<file path="src/rtl/quick_spi_sched_pkg.sv">
// Shared types and constants for the quick_spi request scheduler.
package quick_spi_sched_pkg;

    typedef enum logic [1:0] {
        IDLE   = 2'b00,
        START  = 2'b01,
        ACTIVE = 2'b10,
        GUARD  = 2'b11
    } sched_state_e;

    localparam int DEF_GUARD_CYCLES   = 4;
    localparam int DEF_TIMEOUT_CYCLES = 4096;

    // Bits needed to index `value` items; never returns less than 1.
    function automatic int clog2(input int value);
        int w;
        w = 1;
        while ((1 << w) < value) w++;
        return w;
    endfunction

endpackage

</file>
<file path="src/rtl/quick_spi_scheduler_rr_arbiter.sv">
// Combinational round-robin picker: first set request at or above rr_ptr, with wrap.
module rr_arbiter
    import quick_spi_sched_pkg::*;
#(
    parameter int NUM_REQUESTERS = 4,
    localparam int PW = clog2(NUM_REQUESTERS)
) (
    input  logic [NUM_REQUESTERS-1:0] req,
    input  logic [PW-1:0]             rr_ptr,
    output logic [PW-1:0]             winner,
    output logic                      valid
);

    int            idx;
    logic [PW-1:0] sel;

    // Scan from the farthest offset down so the nearest request wins last.
    always_comb begin
        winner = '0;
        valid  = 1'b0;
        idx    = 0;
        sel    = '0;
        for (int i = NUM_REQUESTERS - 1; i >= 0; i--) begin
            idx = int'(rr_ptr) + i;
            if (idx >= NUM_REQUESTERS) idx = idx - NUM_REQUESTERS;
            sel = idx[PW-1:0];
            if (req[sel]) begin
                winner = sel;
                valid  = 1'b1;
            end
        end
    end

endmodule

</file>
<file path="src/rtl/quick_spi_scheduler.sv">
// Round-robin sequencer sharing one quick_spi master among several requesters.
// Optional watchdog on the ACTIVE phase: define QUICK_SPI_SCHED_TIMEOUT_EN.
module quick_spi_scheduler
    import quick_spi_sched_pkg::*;
#(
    parameter int NUM_REQUESTERS   = 4,
    parameter int NUMBER_OF_SLAVES = 2,
    parameter int SLAVE_IDX_W      = 4,
    parameter int GUARD_CYCLES     = DEF_GUARD_CYCLES,
    parameter int TIMEOUT_CYCLES   = DEF_TIMEOUT_CYCLES
) (
    input  logic                                clk,
    input  logic                                reset_n,
    input  logic [NUM_REQUESTERS-1:0]           req,
    input  logic [NUM_REQUESTERS*SLAVE_IDX_W-1:0] req_slave,
    output logic [NUM_REQUESTERS-1:0]           gnt,
    output logic [NUM_REQUESTERS-1:0]           done,
    output logic [NUM_REQUESTERS-1:0]           err,
    output logic                                spi_start,
    output logic [NUMBER_OF_SLAVES-1:0]         spi_slave,
    input  logic                                spi_done,
    output logic                                busy
);

    localparam int PW = clog2(NUM_REQUESTERS);
    localparam int GW = clog2(GUARD_CYCLES + 1);

    sched_state_e                  state, state_n;
    logic [PW-1:0]                 rr_ptr, rr_ptr_n;
    logic [PW-1:0]                 owner, owner_n;
    logic [PW-1:0]                 win;
    logic                          win_vld;
    logic [SLAVE_IDX_W-1:0]        win_slave;
    logic [GW-1:0]                 guard_cnt, guard_cnt_n;
    logic [NUM_REQUESTERS-1:0]     gnt_n, done_n, err_n;
    logic                          start_n;
    logic [NUMBER_OF_SLAVES-1:0]   slave_n;
    logic                          complete, fail;
`ifdef QUICK_SPI_SCHED_TIMEOUT_EN
    logic [31:0]                   wdog, wdog_n;
`endif

    rr_arbiter #(.NUM_REQUESTERS(NUM_REQUESTERS)) u_arb (
        .req    (req),
        .rr_ptr (rr_ptr),
        .winner (win),
        .valid  (win_vld)
    );

    always_comb begin
        state_n     = state;
        rr_ptr_n    = rr_ptr;
        owner_n     = owner;
        guard_cnt_n = guard_cnt;
        gnt_n       = gnt;
        done_n      = '0;
        err_n       = '0;
        start_n     = 1'b0;
        slave_n     = spi_slave;
        complete    = 1'b0;
        fail        = 1'b0;
        win_slave   = req_slave[win*SLAVE_IDX_W +: SLAVE_IDX_W];
`ifdef QUICK_SPI_SCHED_TIMEOUT_EN
        wdog_n      = wdog;
`endif
        case (state)
            IDLE: begin
                if (win_vld) begin
                    owner_n  = win;
                    rr_ptr_n = (int'(win) == NUM_REQUESTERS - 1) ? '0 : win + 1'b1;
                    if (int'(win_slave) < NUMBER_OF_SLAVES) begin
                        gnt_n   = NUM_REQUESTERS'(1) << win;
                        slave_n = NUMBER_OF_SLAVES'(1) << win_slave;
                        start_n = 1'b1;
                        state_n = START;
`ifdef QUICK_SPI_SCHED_TIMEOUT_EN
                        wdog_n  = '0;
`endif
                    end else begin
                        // Unreachable slave: answer the client directly with an error.
                        done_n      = NUM_REQUESTERS'(1) << win;
                        err_n       = NUM_REQUESTERS'(1) << win;
                        guard_cnt_n = '0;
                        state_n     = (GUARD_CYCLES == 0) ? IDLE : GUARD;
                    end
                end
            end
            START: begin
                if (spi_done) complete = 1'b1;
                else          state_n  = ACTIVE;
            end
            ACTIVE: begin
                if (spi_done) begin
                    complete = 1'b1;
                end
`ifdef QUICK_SPI_SCHED_TIMEOUT_EN
                else if (wdog == 32'(TIMEOUT_CYCLES - 1)) begin
                    complete = 1'b1;
                    fail     = 1'b1;
                end else begin
                    wdog_n = wdog + 32'd1;
                end
`endif
            end
            GUARD: begin
                if (guard_cnt == GW'(GUARD_CYCLES - 1)) state_n     = IDLE;
                else                                    guard_cnt_n = guard_cnt + 1'b1;
            end
            default: state_n = IDLE;
        endcase

        if (complete) begin
            gnt_n       = '0;
            slave_n     = '0;
            done_n      = NUM_REQUESTERS'(1) << owner;
            err_n       = fail ? (NUM_REQUESTERS'(1) << owner) : '0;
            guard_cnt_n = '0;
            state_n     = (GUARD_CYCLES == 0) ? IDLE : GUARD;
        end
    end

    always_ff @(posedge clk) begin
        if (!reset_n) begin
            state     <= IDLE;
            rr_ptr    <= '0;
            owner     <= '0;
            guard_cnt <= '0;
            gnt       <= '0;
            done      <= '0;
            err       <= '0;
            spi_start <= 1'b0;
            spi_slave <= '0;
            busy      <= 1'b0;
`ifdef QUICK_SPI_SCHED_TIMEOUT_EN
            wdog      <= '0;
`endif
        end else begin
            state     <= state_n;
            rr_ptr    <= rr_ptr_n;
            owner     <= owner_n;
            guard_cnt <= guard_cnt_n;
            gnt       <= gnt_n;
            done      <= done_n;
            err       <= err_n;
            spi_start <= start_n;
            spi_slave <= slave_n;
            busy      <= (state_n != IDLE);
`ifdef QUICK_SPI_SCHED_TIMEOUT_EN
            wdog      <= wdog_n;
`endif
        end
    end

endmodule

</file>
<file path="config.mk">
export PLATFORM = sky130hd
export DESIGN_NAME = quick_spi_scheduler
export DESIGN_NICKNAME = d
export VERILOG_FILES = /design/src/rtl/quick_spi_sched_pkg.sv /design/src/rtl/quick_spi_scheduler_rr_arbiter.sv /design/src/rtl/quick_spi_scheduler.sv
export SDC_FILE = /design/constraint.sdc
export NUM_CORES = 1
export LEC_CHECK = 0
export BUFFER_PORTS_ARGS = -buffer_cell sky130_fd_sc_hd__buf_2
export CAP_MARGIN = 20
export CORE_ASPECT_RATIO = 1.25
export CORE_UTILIZATION = 55
export CTS_BUF_LIST = sky130_fd_sc_hd__clkbuf_16
export DETAILED_ROUTE_END_ITERATION = 16
export PLACE_DENSITY_LB_ADDON = 0.05
export SETUP_SLACK_MARGIN = 0.3
export SLEW_MARGIN = 25
export SYNTH_ARGS = -nofsm -noshare
export SYNTH_HDL_FRONTEND = slang
export SYNTH_SLANG_ARGS = --single-unit
</file>
<file path="constraint.sdc">
create_clock -name clk -period 3.1 [get_ports clk]
set_clock_uncertainty 0.2 [all_clocks]
set_input_delay 0.31 -clock clk [delete_from_list [all_inputs] [get_ports clk]]
set_output_delay 0.31 -clock clk [all_outputs]
set_load 0.03 [all_outputs]
</file>
==> flow_summary.json <==
{
  "synth_edf_count": 0,
  "dr_total_vias": 1236,
  "drive_gt1_frac": 0.3085,
  "fin_nets": 222,
  "rows": 19,
  "relSlewSlack": 0.6494,
  "start_util": 0.5994,
  "track_usage": 0.2494,
  "arrival_ps": 2170,
  "dpl_worst_slack_ps": 848.1,
  "dr.pass1.iters": 4,
  "fillers": 186,
  "worstHoldEndpoint": "rr_ptr[1]",
  "hold_slack_ps": 197.1,
  "die_h_um": 57.47,
  "combPwrFrac": 0.474,
  "io_pins": 39,
  "viasPerCell": 5.644,
  "synth_cell_types": 45,
  "yosys.area.top_type": "dfxtp_1",
  "synth.avg_cell_area_sq_um": 9.147,
  "grt_pass1_vias": 1220,
  "r2r_slack_ps": 870,
  "outcome": "completed",
  "die_x_um": 46.38,
  "antenna_found_initial": 0,
  "swShare": 0.4153,
  "cts_resized": 0,
  "postSynthCellCount": 148,
  "crit_required_ps": 3050,
  "cts-htree-levels": 1,
  "max-cap-violations": 0,
  "setup_slack_ps": 874.3,
  "dieArea_sq_um": 2665,
  "hold_buffers": 0,
  "finalCritPeriodShare": 0.7180,
  "crit_fanout": 4,
  "p_int_uw": 793.8,
  "reg2reg_depth": 7,
  "synth_nets": 181,
  "hp-class": "in2reg",
  "postCtsSetupRepairBufs": 0,
  "rsz0062_at_grt": "false",
  "power_density_nw_per_um2": 823.8,
  "ys.flop_type": "dfxtp_1",
  "grt_max_degree": 15,
  "hp-start": "reset_n",
  "synth_top_area_frac": 0.3697,
  "cts.clk_slew.worst_paths_ps": 60,
  "synth-async-reset-ratio": 0,
  "p_leak_nw": 0.7599,
  "drv_slew": 0,
  "max_freq_ghz": 0.4493,
  "gp_congestion": 0.8510,
  "vdd_drop_max_uv": 577.9,
  "drc": 0,
  "timing.rr.end": "guard_cnt[0]",
  "place_hpwl_mm": 2.417,
  "clkPwrFrac": 0.209,
  "ys_seq_area_frac": 0.3697,
  "final-setup-viol-count": 0,
  "ys_top_cells_by_area": "dfxtp_1 (37%), ha_1 (9.2%), o21ai_0 (4.1%)",
  "cp-end-kind": "flop",
  "ys_seq_elements": 25,
  "cts_buffers": 3,
  "ant_nets": 0,
  "routed_wl_mm": 3.034,
  "crit_type": "reg2reg",
  "area_delta_synth_final_pct": 21.72,
  "yosys_warnings": 0,
  "avgRoutedWirePerCell_um": 13.85,
  "final.setup.tns_ps": 0,
  "clock_sinks": 25,
  "reg2reg_from": "guard_cnt[0]",
  "final.min_clock_period_ps": 2226,
  "cts_root_buf": "clkbuf_16",
  "drtIter0Drc": 29,
  "crit_path_start_kind": "flop",
  "worst_pin_slew_ps": 511.3,
  "grt-ovfl-total": 0,
  "min_path_cells": 2,
  "syn_area_sq_um": 1354,
  "port_buffers": 38,
  "hold_viol_final": 0,
  "core_area_sq_um": 2258,
  "insertion_delay_ps": 260,
  "cts_tree": "done",
  "power_frac_seq": 0.317,
  "n_antenna_cell": 0,
  "grt_pass1_wl_mm": 4.885,
  "p_sw_uw": 563.8,
  "clock_path_buffers": 2
}
-- synthesized netlist by cell type (all sizes together), types with 2 or more instances --
| master | instances |
|---|---|
| nand3 | 9 |
| a22o | 2 |
| ha | 10 |
| and2 | 5 |
| mux2i | 5 |
| a21boi | 4 |
| inv | 8 |
| nor2b | 5 |
| nor3 | 5 |
| nand2 | 14 |
| nor2 | 11 |
| a21oi | 8 |
| dfxtp | 25 |
| nand4 | 2 |
| o21ai | 12 |
-- logic make-up after synthesis --
kind of cell               Yosys count  share of synthesized area
and+or+nand+nor                     59                     0.2440
AOI/OAI and AO/OA                   38                     0.2126
DFF                                 25                     0.3697
buffers and inverters               10                    0.03327
adders and majority gates           10                    0.09242
muxes                                6                    0.04806
-- stage by stage --
stage	instance area [sq um]	power, mW	std cells	util
after floorplan	1354	0.9186	148	-
after global routing	1648	1.443	219	0.7296
after global placement	1568	1.057	215	0.6942
after detailed placement	1568	1.076	215	0.6942
after CTS	1648	1.359	219	0.7296
final	1648	1.358	219	0.7296
-- worst max-delay path: stages, from the launching register on --
cell and delay [ps]:
dfxtp_1 330, ha_1 200, ha_1 190, nor2_1 240
o21ai_0 170, o311ai_2 480, mux2i_1 260, nor2_1 50
-- registers in the layout, summed over array words and instances, names as in the netlist --
register   count
spi_slave      2
gnt            4
guard_cnt      3
spi_start      1
state          2
busy           1
owner          2
rr_ptr         2
err            4
done           4
-- area by class of cell --
class	count	area, sq um	share of cell area
timing repair buffer	38	190.2	0.1154
sequential	25	500.5	0.3037
clock inverter	1	5.005	0.003037
tap	31	38.79	0.02354
inverter	8	30.03	0.01822
clock buffer	3	75.07	0.04556
multi-input combinational	113	808.3	0.4905
-- power by group through the flow --
stage | registers, mW | clock network, mW | logic (mW)
floorplan | 0.501 | 0 | 0.418
global placement | 0.434 | 0 | 0.623
detailed placement | 0.438 | 0 | 0.638
CTS | 0.430 | 0.288 | 0.640
global route | 0.441 | 0.299 | 0.702
finish | 0.431 | 0.284 | 0.643
-- layout by cell type (no fill, tap or decap), types with 2 or more instances in the layout --
| cell | netlist | layout |
|---|---|---|
| clkbuf_16 | 0 | 3 |
| a21boi_0 | 4 | 4 |
| nand4_1 | 2 | 2 |
| nand2_1 | 12 | 12 |
| nor3_1 | 4 | 4 |
| mux2i_1 | 5 | 5 |
| a22o_1 | 2 | 2 |
| nand2_2 | 2 | 2 |
| and2_1 | 5 | 5 |
| nor2_1 | 10 | 10 |
| inv_1 | 7 | 7 |
| o21ai_0 | 11 | 11 |
| buf_2 | 0 | 38 |
| a21oi_1 | 8 | 8 |
| nand3_1 | 8 | 8 |
| ha_1 | 10 | 10 |
| nor2b_1 | 4 | 4 |
| dfxtp_1 | 25 | 25 |
-- routing by layer --
layer / part of all wire / global-route usage / vias up
met2: 0.58 / 0.4663 / 32
li1: - / - / 609
met3: 0.037 / 0.02848 / 9
met5: 0 / 0 / -
met1: 0.36 / 0.2534 / 586
met4: 0.027 / 0.1218 / 0
-- worst max path at each step --
stage | startpoint | cells after the start | to
floorplan | rr_ptr[1] | 7 | done[1]
global placement | req[0] | 8 | done[2]
detailed placement | req[0] | 8 | busy
CTS | guard_cnt[0] | 7 | guard_cnt[0]
global route | guard_cnt[0] | 7 | guard_cnt[0]
finish | guard_cnt[0] | 7 | guard_cnt[0]
Note: power is estimated with default switching activity, not from simulation.
